$ cat config.mk
export PLATFORM = sky130hd
export DESIGN_NAME = mem_req_stage
export DESIGN_NICKNAME = d
export VERILOG_FILES = /design/src/rtl/mem_req_stage.sv
export SDC_FILE = /design/constraint.sdc
export NUM_CORES = 1
export LEC_CHECK = 0
export ABC_AREA = 1
export CAP_MARGIN = 20
export CORE_MARGIN = 5
export CORE_UTILIZATION = 41
export DETAILED_ROUTE_END_ITERATION = 10
export GPL_ROUTABILITY_DRIVEN = 0
export PLACE_DENSITY = 0.83
export SLEW_MARGIN = 20
export SYNTH_ARGS = -nofsm -noshare
export SYNTH_HDL_FRONTEND = slang
export SYNTH_SLANG_ARGS = --single-unit
$ cat constraint.sdc
create_clock -name clk -period 11.3 [get_ports clk]
set_input_delay 1.13 -clock clk [delete_from_list [all_inputs] [get_ports clk]]
set_output_delay 1.13 -clock clk [all_outputs]
set_load 0.05 [all_outputs]
$ cat src/rtl/mem_req_stage.sv
// Memory-request stage: latches the EXE result, drives the data_sram address/write request and hands off to mem_ack_stage.
// Optional MEM_ADDR_EXC_EN: misaligned lh/lhu/sh/lw/sw raise AdEL/AdES instead of issuing a request.
module mem_req_stage #(
    parameter int ES_TO_RS_BUS_WD = 147,
    parameter int RS_TO_MS_BUS_WD = 113
) (
    input  logic                       clk,
    input  logic                       resetn,
    input  logic                       es_to_rs_valid,
    input  logic [ES_TO_RS_BUS_WD-1:0] es_to_rs_bus,
    output logic                       rs_allowin,
    input  logic                       ms_allowin,
    output logic                       rs_to_ms_valid,
    output logic [RS_TO_MS_BUS_WD-1:0] rs_to_ms_bus,
    output logic                       rs_loading,
    output logic [42:0]                rs_reg,
    output logic                       data_sram_req,
    output logic                       data_sram_wr,
    output logic [1:0]                 data_sram_size,
    output logic [31:0]                data_sram_addr,
    output logic [3:0]                 data_sram_wstrb,
    output logic [31:0]                data_sram_wdata,
    input  logic                       data_sram_addr_ok
`ifdef MEM_ADDR_EXC_EN
   ,output logic                       rs_ex
   ,output logic [4:0]                 rs_ex_code
   ,output logic [31:0]                rs_badvaddr
`endif
);

    logic                       rs_valid_q, rs_valid_d;
    logic [ES_TO_RS_BUS_WD-1:0] rs_bus_q;
    logic                       addr_acc_q, addr_acc_d;

    logic        inst_mfc0, gr_we_raw, gr_we;
    logic [31:0] c0_rdata, alu_result, rt_value, pc;
    logic [6:0]  load_op;
    logic [4:0]  store_op, dest;
    logic [1:0]  a;
    logic        is_load_raw, is_store_raw, is_load, is_store, is_mem;
    logic        addr_err, rs_ready_go, entering;

    assign {inst_mfc0, c0_rdata, load_op, store_op, gr_we_raw, dest,
            alu_result, rt_value, pc} = rs_bus_q;
    assign a = alu_result[1:0];

    assign is_load_raw  = |load_op;
    assign is_store_raw = |store_op;

`ifdef MEM_ADDR_EXC_EN
    assign addr_err = ((load_op[2] | load_op[3] | store_op[1]) & a[0])
                    | ((load_op[4] | store_op[2]) & (a != 2'b00));
    assign rs_ex       = rs_valid_q & addr_err;
    assign rs_ex_code  = is_load_raw ? 5'd4 : 5'd5;
    assign rs_badvaddr = alu_result;
`else
    assign addr_err = 1'b0;
`endif

    // A faulting access is turned into a plain non-mem op so it flows through without a request.
    assign is_load  = is_load_raw  & ~addr_err;
    assign is_store = is_store_raw & ~addr_err;
    assign gr_we    = gr_we_raw    & ~addr_err;
    assign is_mem   = is_load | is_store;

    // Gating with ms_allowin keeps at most one request outstanding past mem_ack_stage.
    assign data_sram_req  = rs_valid_q & is_mem & ~addr_acc_q & ms_allowin;
    assign rs_ready_go    = ~is_mem | addr_acc_q | (data_sram_req & data_sram_addr_ok);
    assign rs_allowin     = ~rs_valid_q | (rs_ready_go & ms_allowin);
    assign rs_to_ms_valid = rs_valid_q & rs_ready_go;
    assign entering       = es_to_rs_valid & rs_allowin;

    assign rs_valid_d = rs_allowin ? es_to_rs_valid : rs_valid_q;
    // Accepted-without-transfer only when mem_ack_stage stalls; any free slot starts over.
    assign addr_acc_d = rs_allowin ? 1'b0
                      : (data_sram_req & data_sram_addr_ok) ? 1'b1 : addr_acc_q;

    always_ff @(posedge clk or negedge resetn) begin
        if (!resetn) begin
            rs_valid_q <= 1'b0;
            addr_acc_q <= 1'b0;
        end else begin
            rs_valid_q <= rs_valid_d;
            addr_acc_q <= addr_acc_d;
        end
    end

    always_ff @(posedge clk) begin
        if (entering) rs_bus_q <= es_to_rs_bus;
    end

    always_comb begin
        data_sram_addr  = alu_result;
        data_sram_size  = 2'd2;
        data_sram_wstrb = 4'b0000;
        data_sram_wdata = rt_value;
        if (load_op[0] | load_op[1]) begin
            data_sram_size = 2'd0;
        end else if (load_op[2] | load_op[3]) begin
            data_sram_size = 2'd1;
        end else if (load_op[5] | load_op[6]) begin
            data_sram_addr = {alu_result[31:2], 2'b00};
        end else if (store_op[0]) begin
            data_sram_size  = 2'd0;
            data_sram_wstrb = 4'b0001 << a;
            data_sram_wdata = {4{rt_value[7:0]}};
        end else if (store_op[1]) begin
            data_sram_size  = 2'd1;
            data_sram_wstrb = a[1] ? 4'b1100 : 4'b0011;
            data_sram_wdata = {2{rt_value[15:0]}};
        end else if (store_op[2]) begin
            data_sram_wstrb = 4'b1111;
        end else if (store_op[3]) begin
            data_sram_addr = {alu_result[31:2], 2'b00};
            case (a)
                2'd0:    begin data_sram_wstrb = 4'b0001; data_sram_wdata = rt_value >> 24; end
                2'd1:    begin data_sram_wstrb = 4'b0011; data_sram_wdata = rt_value >> 16; end
                2'd2:    begin data_sram_wstrb = 4'b0111; data_sram_wdata = rt_value >> 8;  end
                default: begin data_sram_wstrb = 4'b1111; data_sram_wdata = rt_value;       end
            endcase
        end else if (store_op[4]) begin
            data_sram_addr = {alu_result[31:2], 2'b00};
            case (a)
                2'd0:    begin data_sram_wstrb = 4'b1111; data_sram_wdata = rt_value;       end
                2'd1:    begin data_sram_wstrb = 4'b1110; data_sram_wdata = rt_value << 8;  end
                2'd2:    begin data_sram_wstrb = 4'b1100; data_sram_wdata = rt_value << 16; end
                default: begin data_sram_wstrb = 4'b1000; data_sram_wdata = rt_value << 24; end
            endcase
        end
        if (!is_store) data_sram_wstrb = 4'b0000;
    end

    assign data_sram_wr = is_store;

    assign rs_to_ms_bus = {inst_mfc0, c0_rdata, is_load, is_store, load_op, is_load,
                           gr_we, dest, alu_result, pc};
    assign rs_loading   = rs_valid_q & is_load;
    assign rs_reg       = {is_load, {4{gr_we & rs_valid_q}}, inst_mfc0 & rs_valid_q,
                           dest & {5{rs_valid_q}}, alu_result};

endmodule

==> impl_metrics.toml <==
[route]
routed_wl_um = 26500
drc = 0
dr_total_vias = 6375
ant_nets = 0
drt-pass1-iter-count = 6
avgRoutedWirePerCell_um = 20.46
via_per_inst = 4.923
drt_iter0_markers = 635

[clock_network]
clk_latency_ps = 420
cts_buffers = 17
cts-htree-levels = 4
cts_resized = 0
cts_setup_buffers = 0
cts_tree = "built"
cts_num_sinks = 149
cts-hold-fix-buffers = 0
clk_path_buf_depth = 2
root_buffer = "clkbuf_16"
path_clk_slew_ps = 70

[yosys]
seq_area_frac_synth_pct = 54.32
synth_edf_count = 147
syn_inst = 815
ys.warnings.count = 0
synth_nets = 967
avgSynthCellArea_sq_um = 10.08
netlist-cell-type-count = 41
async_flop_share_pct = 1.342
synth_seq_cells = 149
synth.cell_area_sq_um = 8218
ys.flop_type = "edfxtp_1"

[global_route]
grt_pass1_wl_um = 37140
grt_pass1_vias = 6147
overflow = 0
grt_use_total_pct = 21.94
grt_max_degree = 85
grt_antenna_before_repair = 0

[placed_design]
placed_cell_area_sq_um = 10900
dp_hpwl_um = 20620
port_buffers = 382
dp_slack_ps = 7104

[worst_setup_path]
crit_path_start_kind = "register"
crit_path_end_kind = "primary output"
crit_buf_inv = 2
crit_slowest_cell = "edfxtp_1"
cp_data_arrival_time_ps = 3550
worstSetupPathType = "reg -> out"
crit_path_frequent_cell = "nand2_1"
cp.required_ps = 10170
cp_top_family = "buffers and inverters"
cpPeakStageDelay_ps = 1090
crit_fanout = 33
crit_path_cell_trace = "inv_4 -> nor2_2 -> nand2_1 -> nand3_1 -> nand2_1 -> o21ai_0 -> nand2_1 -> a21boi_1 -> clkdlybuf4s50_1"
reg2reg_slack_ps = 7310

[sta]
post-route-min-period_ps = 4682
skew_ps = 15.06
tightest_slew_ps = 1118
setup_ws_ps = 6618
tns_ps = 0
fmax_ghz = 0.2136
hold_viol = 0
final.period_utilization_pct = 41.43
setup_viol = 0
slew_headroom_pct = 25.48
slew_viol_final = 0
grt_setup_unrepaired = "false"

[floorplanning]
fp.dieArea_sq_um = 22980
ioPinCount = 383
start_util_pct = 41.95
rows = 51
die_w_um = 151.6
fp.dieH_um = 151.6
core_sq_um = 19590

[finish]
drive_above_1_share_pct = 8.552
nNetsFinal = 1168
finalInstanceArea_sq_um = 11500
area_growth_pct = 39.94

[pwr]
power.density_nw_per_um2 = 127.8
peakVddDrop_mv = 0.09165
leakage_nw = 4.406

[run_status]
outcome = "finished clean"

[job]
cap_violations = 0

[hold_path]
min_path_type = "reg -> reg"
[stage by stage]
stage | instances | power (W) | util (%) | hold WS [ps]
final | 1295 | 0.001470 | 58.70 | 536.4
after global placement | 1262 | 0.0009156 | 55.62 | 502.1
after floorplan | 815 | 0.0008261 | - | 479.2
after detailed placement | 1262 | 0.0009199 | 55.62 | 522.1
after global routing | 1294 | 0.001515 | 58.69 | 583.2
after CTS | 1294 | 0.001482 | 58.69 | 538.4
[logic make-up after synthesis]
family / Yosys count / synth area share, %
flops: 149 / 54.32
compound gates: 117 / 8.450
buf+inv: 271 / 21.48
simple gates: 278 / 15.74
[registers in the layout (all words and copies together) (netlist names)]
| name | cells |
|---|---|
| addr_acc_q | 1 |
| rs_bus_q | 147 |
| rs_valid_q | 1 |
[final timing paths]
check | start | end | cells past startpoint
worst min register to register | addr_acc_q | addr_acc_q | 2
worst min-delay path | addr_acc_q | addr_acc_q | 2
min in group asynchronous | resetn | addr_acc_q | 1
worst max register to register | rs_bus_q[110] | rs_bus_q[115] | 9
max in group asynchronous | resetn | rs_valid_q | 1
worst max-delay path | rs_bus_q[65] | data_sram_wdata[15] | 9
[area by class of cell]
cell class,instances,area (sq um)
antenna,1,2.502
clock buffer,17,425.4
clock inverter,15,176.4
fill,1590,8090
inverter,69,265.3
multi-input combinational,395,1996
sequential,149,4464
tap,265,331.6
timing repair buffer,384,3839
[cell usage after synthesis, types with 3 or more instances]
| cell type | count | area [sq um] |
|---|---|---|
| nor2_1 | 32 | 120.1 |
| edfxtp_1 | 147 | 4414 |
| a21oi_2 | 3 | 26.28 |
| a21oi_1 | 52 | 260.3 |
| buf_6 | 4 | 45.04 |
| inv_1 | 57 | 214.0 |
| buf_4 | 188 | 1411 |
| clkbuf_1 | 5 | 18.77 |
| nand2_4 | 3 | 33.78 |
| inv_2 | 9 | 33.78 |
| nand2_1 | 172 | 645.6 |
| o21ai_2 | 9 | 78.83 |
| or2_2 | 4 | 25.02 |
| nand3_1 | 38 | 190.2 |
| a31oi_1 | 4 | 25.02 |
| buf_2 | 5 | 25.02 |
| nor2_4 | 4 | 45.04 |
| o21ai_0 | 21 | 105.1 |
| nor2_2 | 7 | 43.79 |
| a21boi_1 | 15 | 112.6 |
| o22ai_1 | 4 | 25.02 |
| nand4_1 | 3 | 18.77 |
| nand2_2 | 3 | 18.77 |
| o21ai_1 | 3 | 15.01 |
[cell usage in the layout (no fill, tap or decap), types with 3 or more instances in the layout]
cell type	Yosys	layout
clkdlybuf4s50_1	0	382
nand2_1	172	172
edfxtp_1	147	147
inv_1	57	57
a21oi_1	52	52
nand3_1	38	38
nor2_1	32	32
o21ai_0	21	21
clkbuf_16	0	17
a21boi_1	15	15
inv_2	9	9
o21ai_2	9	9
nor2_2	7	7
clkinv_8	0	5
nor2_4	4	4
or2_2	4	4
a31oi_1	4	4
o22ai_1	4	4
inv_8	0	4
nand2_4	3	3
nand2_2	3	3
nand4_1	3	3
o21ai_1	3	3
inv_6	0	3
[per-layer routing]
layer,GRT usage [%],part of all wire (%)
met3,7.644,11
met4,7.098,2.8
met5,0,0
met2,39.16,52
met1,24.50,34
[worst reg2reg max path, delay by kind of cell (launching register included)]
family / cells / cell delay [ps]
buffers and inverters: 3 / 2030
AND/OR/NAND/NOR: 5 / 980
AO/OA/AOI/OAI: 1 / 120
flip-flops: 1 / 470
[power breakdown]
group	switching [W]	internal (W)
logic	0.000157	0.000102
clock network	0.000264	0.000298
registers	0.0000175	0.000631
total	0.000438	0.00103
Power figures use the tool's default switching activity.
